--- src/rtl/ex_mem_pipe_reg.sv ---
// EX->MEM elastic pipeline stage: N-lane entries, valid/ready handshake with a
// two-entry skid buffer, synchronous flush with a saturating discard counter.
module ex_mem_pipe_reg #(
  parameter int LANES  = 2,
  parameter int DATA_W = 32,
  parameter int REG_W  = 5,
  parameter int PC_W   = 6,
  parameter int CTRL_W = 6,
  localparam int P     = 2*DATA_W + REG_W + PC_W + CTRL_W,
  localparam int W     = LANES*P
) (
  input  logic             clk,
  input  logic             reset,
  input  logic             flush,
  input  logic             in_valid,
  output logic             in_ready,
  input  logic [LANES-1:0] in_lane_valid,
  input  logic [W-1:0]     in_payload,
  output logic             out_valid,
  input  logic             out_ready,
  output logic [LANES-1:0] out_lane_valid,
  output logic [W-1:0]     out_payload,
  output logic [7:0]       flush_count
);

  typedef enum logic [1:0] {EMPTY, ONE, FULL} state_t;

  state_t           state, stateNext;
  logic [W-1:0]     mainPayload, skidPayload;
  logic [LANES-1:0] mainLaneValid, skidLaneValid;
  logic [7:0]       flushCount;
  logic             inFire, outFire;
  logic             loadMainFromIn, loadMainFromSkid, loadSkid;
  logic [1:0]       heldEntries;

  // Zero the ctrl field of every lane whose keep bit is clear.
  function automatic logic [W-1:0] maskCtrl(input logic [W-1:0] pl, input logic [LANES-1:0] keep);
    logic [W-1:0] r;
    r = pl;
    for (int i = 0; i < LANES; i++)
      if (!keep[i]) r[i*P + P - CTRL_W +: CTRL_W] = '0;
    return r;
  endfunction

  function automatic logic [7:0] satAdd(input logic [7:0] a, input logic [1:0] b);
    logic [8:0] s;
    s = {1'b0, a} + {7'b0, b};
    return s[8] ? 8'hFF : s[7:0];
  endfunction

  assign inFire      = in_valid & in_ready;
  assign outFire     = out_valid & out_ready;
  assign heldEntries = (state == FULL) ? 2'd2 : (state == ONE) ? 2'd1 : 2'd0;

  always_ff @(posedge clk or negedge reset) begin
    if (!reset) state <= EMPTY;
    else        state <= stateNext;
  end

  always_comb begin
    stateNext        = state;
    loadMainFromIn   = 1'b0;
    loadMainFromSkid = 1'b0;
    loadSkid         = 1'b0;
    if (flush) begin
      stateNext = EMPTY;
    end else begin
      case (state)
        EMPTY: if (inFire) begin
          stateNext      = ONE;
          loadMainFromIn = 1'b1;
        end
        ONE: begin
          if (inFire && outFire) begin
            loadMainFromIn = 1'b1;
          end else if (inFire) begin
            loadSkid  = 1'b1;
            stateNext = FULL;
          end else if (outFire) begin
            stateNext = EMPTY;
          end
        end
        FULL: if (outFire) begin
          loadMainFromSkid = 1'b1;
          stateNext        = ONE;
        end
        default: stateNext = EMPTY;
      endcase
    end
  end

  // Handshake flags come from registered state only, so out_ready never
  // reaches in_ready combinationally.
  always_comb begin
    in_ready       = (state != FULL);
    out_valid      = (state != EMPTY);
    out_lane_valid = out_valid ? mainLaneValid : '0;
    out_payload    = maskCtrl(mainPayload, out_lane_valid);
    flush_count    = flushCount;
  end

  always_ff @(posedge clk or negedge reset) begin
    if (!reset) begin
      mainPayload   <= '0;
      mainLaneValid <= '0;
      skidPayload   <= '0;
      skidLaneValid <= '0;
    end else if (flush) begin
      mainPayload   <= maskCtrl(mainPayload, '0);
      skidPayload   <= maskCtrl(skidPayload, '0);
      mainLaneValid <= '0;
      skidLaneValid <= '0;
    end else begin
      if (loadMainFromIn) begin
        mainPayload   <= in_payload;
        mainLaneValid <= in_lane_valid;
      end else if (loadMainFromSkid) begin
        mainPayload   <= skidPayload;
        mainLaneValid <= skidLaneValid;
      end
      if (loadSkid) begin
        skidPayload   <= in_payload;
        skidLaneValid <= in_lane_valid;
      end
    end
  end

  always_ff @(posedge clk or negedge reset) begin
    if (!reset)     flushCount <= '0;
    else if (flush) flushCount <= satAdd(flushCount, heldEntries);
  end

endmodule
--- config.mk ---
export PLATFORM = sky130hd
export DESIGN_NAME = ex_mem_pipe_reg
export DESIGN_NICKNAME = d
export VERILOG_FILES = /design/src/rtl/ex_mem_pipe_reg.sv
export SDC_FILE = /design/constraint.sdc
export NUM_CORES = 1
export LEC_CHECK = 0
export BUFFER_PORTS_ARGS = -buffer_cell sky130_fd_sc_hd__buf_2
export CAP_MARGIN = 10
export CORE_MARGIN = 2
export CORE_UTILIZATION = 50
export CTS_CLUSTER_SIZE = 40
export DETAILED_ROUTE_END_ITERATION = 16
export PLACE_DENSITY_LB_ADDON = 0.3
export SKIP_LAST_GASP = 1
export SLEW_MARGIN = 20
export SYNTH_ARGS = -nofsm -noshare
export SYNTH_HDL_FRONTEND = slang
export SYNTH_SLANG_ARGS = --single-unit
export TNS_END_PERCENT = 100
--- constraint.sdc ---
create_clock -name clk -period 2.4 [get_ports clk]
set_input_delay 0.48 -clock clk [delete_from_list [all_inputs] [get_ports clk]]
set_output_delay 0.48 -clock clk [all_outputs]
set_load 0.05 [all_outputs]
# After elaboration in Yosys (flattened, before gate mapping)
# Cells that the tools add are included.
[word_totals]
regBits = 338
output_inout_bits = 174
elab_cells = 61
[op_classes]
n_addsub = 1
n_eq_ne = 7
muxes = 33
bitwise_logic = 3
n_reduce_logical = 9
[ops]
columns = ["cell", "n"]
rows = [
  ["two-way mux 162 bit", 5],
  ["two-way mux 2 bit", 13],
  ["two-way mux 6 bit", 2],
  ["two-way mux 1 bit", 10],
  ["adder 8 x 2 -> 9 bit", 1],
  ["!= test 3 bit, second input constant", 3],
  ["two-way mux 8 bit", 1],
  ["one-hot mux 2 bit (3 select lines)", 1],
  ["nonzero test 2 bit", 3],
  ["!= test 4 bit, second input constant", 1],
  ["AND reduction 2 bit", 2],
  ["AND reduction 4 bit", 1],
  ["nonzero test 3 bit", 1],
  ["bitwise AND 1 bit", 2],
  ["equality test 2 x 1 -> 1 bit, second input constant", 1],
  ["equality test 2 bit, second input constant", 1],
  ["zero test 2 bit", 1],
  ["!= test 2 bit, second input constant", 1],
  ["one-hot mux 1 bit (2 select lines)", 1],
  ["logical AND 1 bit", 1],
  ["inverter 1 bit", 1],
]

# Depth between registers and ports, before layout
# Gate-level depths: netlist of run 1.
[logic_depth]
ltp_word = 8
depth_mapped = 7
depth_no_buf = 7

# Worst setup path before layout of run 1
# OpenSTA, ideal clock, no wires.
[synth_path]
path_type = "register -> output"
start = "register state[0]"
end = "output port out_payload[159]"
t_arrival_ns = 1.655
path_slack_ns = 0.265
stages_incl_launch_ff = 4
n_path_buf = 1
cell_sequence = "dfrtp_1 or2_2 clkbuf_1 and3_1"
[synth_via]
elab_chain_len = 3
[synth_rtl]
columns = ["item", "line_no", "text"]
rows = [
  ["from (decl)", "28", "state_t state, stateNext;"],
  ["from (signal assigned)", "57", "else state <= stateNext;"],
  ["nonzero test 2 bit", "96", "out_valid = (state != EMPTY);"],
  ["named net out_valid", "19", "output logic out_valid,"],
  ["two-way mux 2 bit", "97", "out_lane_valid = out_valid ? mainLaneValid : '0;"],
  ["two-way mux 6 bit", "41", "if (!keep[i]) r[i*P + P - CTRL_W +: CTRL_W] = '0;"],
  ["to (decl)", "22", "output logic [W-1:0] out_payload,"],
]
# The timed path passes the listed nets, and every way through them passes these cells.

# Final worst setup path of run 1
[layout_path]
start = "register state[1]"
end = "output port out_payload[80]"
[layout_via]
elab_chain_len = 3
[layout_rtl]
columns = ["item", "line_no"]
rows = [
  ["nonzero test 2 bit", "96"],
  ["two-way mux 2 bit", "97"],
  ["two-way mux 6 bit", "41"],
]
# No other way between the ends.

==> flow_metrics.env, run 1 <==
export IMPL_status="finished, final reports clean"
export IMPL_io_buffers=342
export IMPL_fin_area_sq_um=17300
export IMPL_ios=343
export IMPL_ys_types=36
export IMPL_timing_rr_end="flush_count[7]"
export IMPL_gr_usage_met1_pct=30.3
export IMPL_async_reset_ff_share_pct=100
export IMPL_grt_pass1_vias=10700
export IMPL_drt_iter0_drc=767
export IMPL_ys_ff_latch=338
export IMPL_grt_use_met2_pct=36.3
export IMPL_route_detailed_drc=0
export IMPL_drt_antenna_violating_nets=0
export IMPL_cts_resized=0
export IMPL_drt_total_wl_mm=36.1
export IMPL_path_cells="or2_2, and3_1, buf_2"
export IMPL_max_freq_mhz=435
export IMPL_slew_violations=0
export IMPL_crit_path_start_kind="register"
export IMPL_p_leak_uw=0.00990
export IMPL_cts_root_buf="clkbuf_16"
export IMPL_worstHoldStart="in_payload[129]"
export IMPL_avgSynthCellArea_sq_um=10.3
export IMPL_area_growth_pct=15.7
export IMPL_insertion_delay_ns=0.51
export IMPL_power_density_nw_per_um2=998
export IMPL_chipHeight_um=177
export IMPL_grt_most_used_layer="met2"
export IMPL_hold_viol_final=0
export IMPL_wl_per_cell_um=17.6
export IMPL_globalplace_congestion=0.811
export IMPL_rsz0062_at_grt="false"
export IMPL_cpPeakStageDelay_ns=0.43
export IMPL_reg2reg_slack_ns=0.34
export IMPL_hold_buffers=1
export IMPL_synth_edf_count=0
export IMPL_drive_gt1_share_pct=26.4
export IMPL_maxCapViolCount=0
export IMPL_die_area_sq_um=31300
export IMPL_rr_startpoint="state[0]"
export IMPL_cts_tree="done"
export IMPL_syn_nets=1628
export IMPL_hold_depth=3
export IMPL_dp_hpwl_mm=22.7
export IMPL_worst_hold_path_type="in2reg"
export IMPL_finalSetupTns_ns=0
export IMPL_holdPathEnd="skidPayload[129]"
export IMPL_synth_flop_cell="dfrtp_1"
export IMPL_first_pass_iters=5
export IMPL_cts_htree_levels=2
export IMPL_path_clk_slew_ns=0.06
export IMPL_grt_pass1_wl_mm=57.4
export IMPL_gr_usage_met3_pct=6.27
export IMPL_yosys_warnings=0
export IMPL_setup_violations=0
export IMPL_synth_area_leaders="dfrtp_1 57%, nand2_1 12%, a22o_1 9.7%"
export IMPL_worstPathRequired_ns=1.92
export IMPL_antenna_found_initial=13
export IMPL_cts_sinks=338
export IMPL_syn_area_sq_um=15000
export IMPL_nets=1795
export IMPL_arrival_ns=1.82
export IMPL_critPathKind="reg2out"
export IMPL_r2r_cells=6
export IMPL_cts_path_max_buffers=3
export IMPL_cts_setup_buffers=0
export IMPL_period_share_pct=95.7
export IMPL_synth_top_cell_area_share_pct=56.5
export IMPL_syn_inst=1457
export IMPL_tightestPinTransition_ns=1.08
export IMPL_worst_setup_path_end_kind="output port"
export IMPL_dr_total_vias=11000
export IMPL_grt_max_degree=88
export IMPL_synth_top_area_cell="dfrtp_1"
export IMPL_period_needed_ns=2.30
export IMPL_tritoncts_num_buffers=37
export IMPL_cp_max_fo=15
export IMPL_max_slew_margin_rel_pct=27.7
export IMPL_via_per_inst=5.35
export IMPL_grt_ovfl_total=0
export IMPL_grt_total_usage_pct=22.9
export IMPL_peakVddDrop_uv=590
export IMPL_core_sq_um=29600
export IMPL_yosysSeqAreaShare_pct=56.5
export IMPL_placementRows=63
export IMPL_cp_slowest_cell="or2_2"
export IMPL_die_x_um=177
export IMPL_start_util_pct=50.6
export IMPL_finClkSkew_ns=0.00821
export IMPL_place_area_sq_um=16000
stage by stage:
stage	power (uW)	instances	setup slack (ns)	hold slack (ns)	util, %
CTS	17500	2043	0.0966	0.145	58.5
detailed placement	11700	1974	0.358	0.460	54.3
finish	17300	2052	0.103	0.169	58.6
global placement	11600	1974	0.414	0.454	54.3
global route	18100	2051	0.0352	0.155	58.6
floorplan	11100	1457	0.265	0.184	-
worst max path at each step:
| stage | startpoint | end | cells past startpoint |
|---|---|---|---|
| final | state[1] | out_payload[80] | 3 |
| after global routing | state[1] | out_payload[76] | 3 |
| after CTS | state[1] | out_payload[80] | 3 |
| after detailed placement | state[0] | flush_count[7] | 6 |
| after global placement | flush | mainPayload[70] | 5 |
| after floorplan | state[0] | out_payload[159] | 3 |
metal layers:
| metal | wire length [um] | up-vias | part of all wire [%] |
|---|---|---|---|
| met4 | 1010 | 6 | 2.8 |
| met2 | 17300 | 382 | 48 |
| met1 | 14700 | 5381 | 41 |
| met3 | 3030 | 70 | 8.4 |
| li1 | - | 5131 | - |
| met5 | 36 | - | 0.10 |
worst max-delay path, delay by kind of cell, from the launching register on:
family	cells	cell delay (ns)
simple gates	2	0.67
flops	1	0.42
buf+inv	1	0.21
cell usage in the layout, fill, tap and decap left out, types with 4 or more instances in the layout:
cell type    n
clkinv_2     7
a22o_1     165
clkbuf_16   39
and3_1      13
clkbuf_8     8
dfrtp_1    338
buf_2      341
clkbuf_1    10
nand4_1      4
o21ai_0     18
buf_4       12
a21oi_1      5
nand2_1    468
buf_12      14
a21o_1     151
nor2_1       5
a2bb2oi_1   14
diode_2      9
area by class of cell:
| type | instances | area (sq um) |
|---|---|---|
| antenna | 9 | 22.5 |
| clock inverter | 11 | 113 |
| sequential | 338 | 8460 |
| multi-input combinational | 875 | 4990 |
| inverter | 3 | 11.3 |
| timing repair buffer | 369 | 2100 |
| fill | 2489 | 12200 |
| clock buffer | 57 | 1120 |
| tap | 390 | 488 |
state kept, by name, indices dropped and copies added, names as in the netlist:
name           count
skidPayload      162
mainPayload      162
skidLaneValid      2
state              2
flush_count        8
mainLaneValid      2
synth_stat cells (3+ instances only):
master     instances
a21oi_1            5
mux2_2             3
a22o_1           165
mux2i_1            3
dfrtp_1          338
nand4_1            4
o21ai_0           18
nand2_1          468
a21o_1           151
nand2b_1           3
clkbuf_1          62
buf_2             22
a2bb2oi_1         14
buf_4            156
and3_1            13
nor2_1             6
report_power, final:
group | leakage [uW] | switching, uW | internal, uW
logic | 0.00501 | 2890 | 1180
clock network | 0.000614 | 2250 | 3450
registers | 0.00427 | 657 | 6860
kinds of logic (layout without fill, tap and decap cells):
logic type                 count (synthesis)  after routing  synth area share (%)
AOI/OAI and AO/OA                        357            357                  19.1
xor gates and xnor gates                   1              1                0.0586
adders and majority gates                  3              3                 0.234
buffers and inverters                    244            440                  10.2
DFF                                      338            338                  56.5
muxes                                      6              6                 0.427
other                                      0              9                     0
and+or+nand+nor                          508            508                  13.5
No activity file was read; power rests on OpenSTA's default activity.
==> inputs of run 2 (changes only) <==
- CTS_BUF_LIST: unset -> sky130_fd_sc_hd__clkbuf_8
==> run 2 against run 1 <==
- worst hold slack got worse by 0.063 ns
- worst setup slack better by 0.066 ns
- flip-flop and latch count stayed put
- clock skew is 0.011 ns higher
- first-iteration DRC count shrank 7.6%
- register-to-register slack hardly changed
- largest power group unchanged
==> flow_metrics.env, run 2 (synthesized netlist as in run 1, its figures left out) <==
export IMPL_cts_htree_levels=2
export IMPL_fill_cells=2546
export IMPL_p_sw_uw=5760
export IMPL_drt_antenna_violating_nets=0
export IMPL_arrival_ns=1.75
export IMPL_rsz0062_at_grt="false"
export IMPL_chipHeight_um=177
export IMPL_p_int_uw=10600
export IMPL_slew_violations=0
export IMPL_insertion_delay_ns=0.58
export IMPL_period_share_pct=93.0
export IMPL_tritoncts_num_buffers=55
export IMPL_p_leak_uw=0.00988
export IMPL_p_seq_share_pct=46.0
export IMPL_globalplace_congestion=0.811
export IMPL_via_per_inst=5.36
export IMPL_path_clk_slew_ns=0.07
export IMPL_setup_violations=0
export IMPL_drive_gt1_share_pct=27.0
export IMPL_combPwrFrac_pct=24.9
export IMPL_finClkSkew_ns=0.0195
export IMPL_grt_pass1_vias=10900
export IMPL_cts_tree="done"
export IMPL_place_area_sq_um=16000
export IMPL_status="finished, final reports clean"
export IMPL_pwr_share_clk_pct=29.1
export IMPL_worst_setup_path_end_kind="output port"
export IMPL_cp_max_fo=15
export IMPL_start_util_pct=50.6
export IMPL_grt_max_degree=88
export IMPL_cts_path_max_buffers=3
export IMPL_nets=1813
export IMPL_p_sw_share_pct=35.2
export IMPL_worstPathRequired_ns=1.92
export IMPL_crit_path_start_kind="register"
export IMPL_tightestPinTransition_ns=1.11
export IMPL_period_needed_ns=2.23
export IMPL_wl_per_cell_um=17.4
export IMPL_fin_area_sq_um=17100
export IMPL_antenna_found_initial=12
export IMPL_final_cell_mix="468 x nand2_1, 341 x buf_2, 338 x dfrtp_1, 165 x a22o_1, 151 x a21o_1"
export IMPL_worst_hold_path_type="in2reg"
export IMPL_power_density_nw_per_um2=955
export IMPL_drt_total_wl_mm=36.1
export IMPL_drt_iter0_drc=709
export IMPL_grt_total_usage_pct=22.8
export IMPL_area_growth_pct=14.4
export IMPL_dp_hpwl_mm=22.7
export IMPL_hold_viol_final=0
export IMPL_cts_sinks=338
export IMPL_critPathKind="reg2out"
export IMPL_peakVddDrop_uv=508
export IMPL_io_buffers=342
export IMPL_grt_ovfl_total=0
export IMPL_die_area_sq_um=31300
export IMPL_placementRows=63
export IMPL_cts_root_buf="clkbuf_8"
export IMPL_finalSetupTns_ns=0
export IMPL_ios=343
export IMPL_grt_pass1_wl_mm=57.3
export IMPL_dr_total_vias=11100
export IMPL_core_sq_um=29600
export IMPL_cts_setup_buffers=0
export IMPL_die_x_um=177
export IMPL_max_slew_margin_rel_pct=26.0
export IMPL_layout_commonest_cell="nand2_1"
export IMPL_route_detailed_drc=0
export IMPL_max_freq_mhz=448
export IMPL_maxCapViolCount=0
export IMPL_first_pass_iters=5
run 2: changes by cell type in the layout (fill, tap and decap cells not counted):
cell	previous run	this run
diode_2	9	8
or2_2	1	0
inv_1	2	19
clkbuf_16	39	0
clkinvlp_4	0	1
clkinv_2	7	2
clkinv_4	1	0
clkbuf_1	10	0
clkbuf_8	8	69
bufinv_16	2	0
or2_4	0	1
run 2: cell type report:
cell class / instances / area (sq um) / share of cell area, %
clock inverters: 21 / 90.1 / 0.526
inverters: 3 / 11.3 / 0.0658
diodes: 8 / 20.0 / 0.117
clock buffers: 69 / 950 / 5.55
repair buffers: 369 / 2100 / 12.3
well taps: 390 / 488 / 2.85
multi-input cells: 875 / 5000 / 29.2
flip-flops and latches: 338 / 8460 / 49.4
run 2: power by group through the flow:
stage               logic [uW]  clock network [uW]  registers, uW
detailed placement        4100                   0           7600
CTS                       4110                4890           7510
global placement          4020                   0           7550
global route              4390                5150           7660
floorplan                 3490                   0           7570
finish                    4070                4760           7510
run 2: timing repair:
action                                  4_1_cts  5_1_grt
hold buffers                                  1        0
resized for setup                             0        1
endpoints found under the setup margin        0        9
hold endpoints to repair                     61        0
run 2: critical path, stage by stage, from the launching register on:
cell and delay (ns):
dfrtp_1 0.42, or2_4 0.33, and3_1 0.22, buf_2 0.21
run 2: layer usage:
metal	wire (um)	vias up	global-route usage, %
met2	17100	380	36.4
met1	14900	5493	29.6
met4	1050	6	8.23
met3	3050	77	6.96
met5	38	-	0
li1	-	5159	-
run 2: through the flow:
stage          instances  setup WS (ns)  hold WS, ns  util, %  power (uW)
2_1_floorplan       1457          0.265        0.184        -       11100
5_1_grt             2072         0.0902       0.0784     57.9       17200
3_3_place_gp        1974          0.414        0.454     54.3       11600
6_report            2073          0.169        0.106     57.9       16300
4_1_cts             2065         0.0337       0.0633     57.8       16500
3_5_place_dp        1974          0.358        0.460     54.3       11700
run 2: path summary, 6_finish.rpt:
path | to | start | cells after the start | slack (ns)
setup / recovery | out_payload[158] | state[1] | 3 | 0.17
hold / removal | skidPayload[21] | in_payload[21] | 3 | 0.11
setup reg to reg | flush_count[7] | state[0] | 6 | 0.35
hold reg to reg | mainPayload[53] | mainPayload[53] | 1 | 0.47
max in group asynchronous | mainPayload[119] | reset | 3 | 1.06
min in group asynchronous | mainPayload[42] | reset | 2 | 0.52
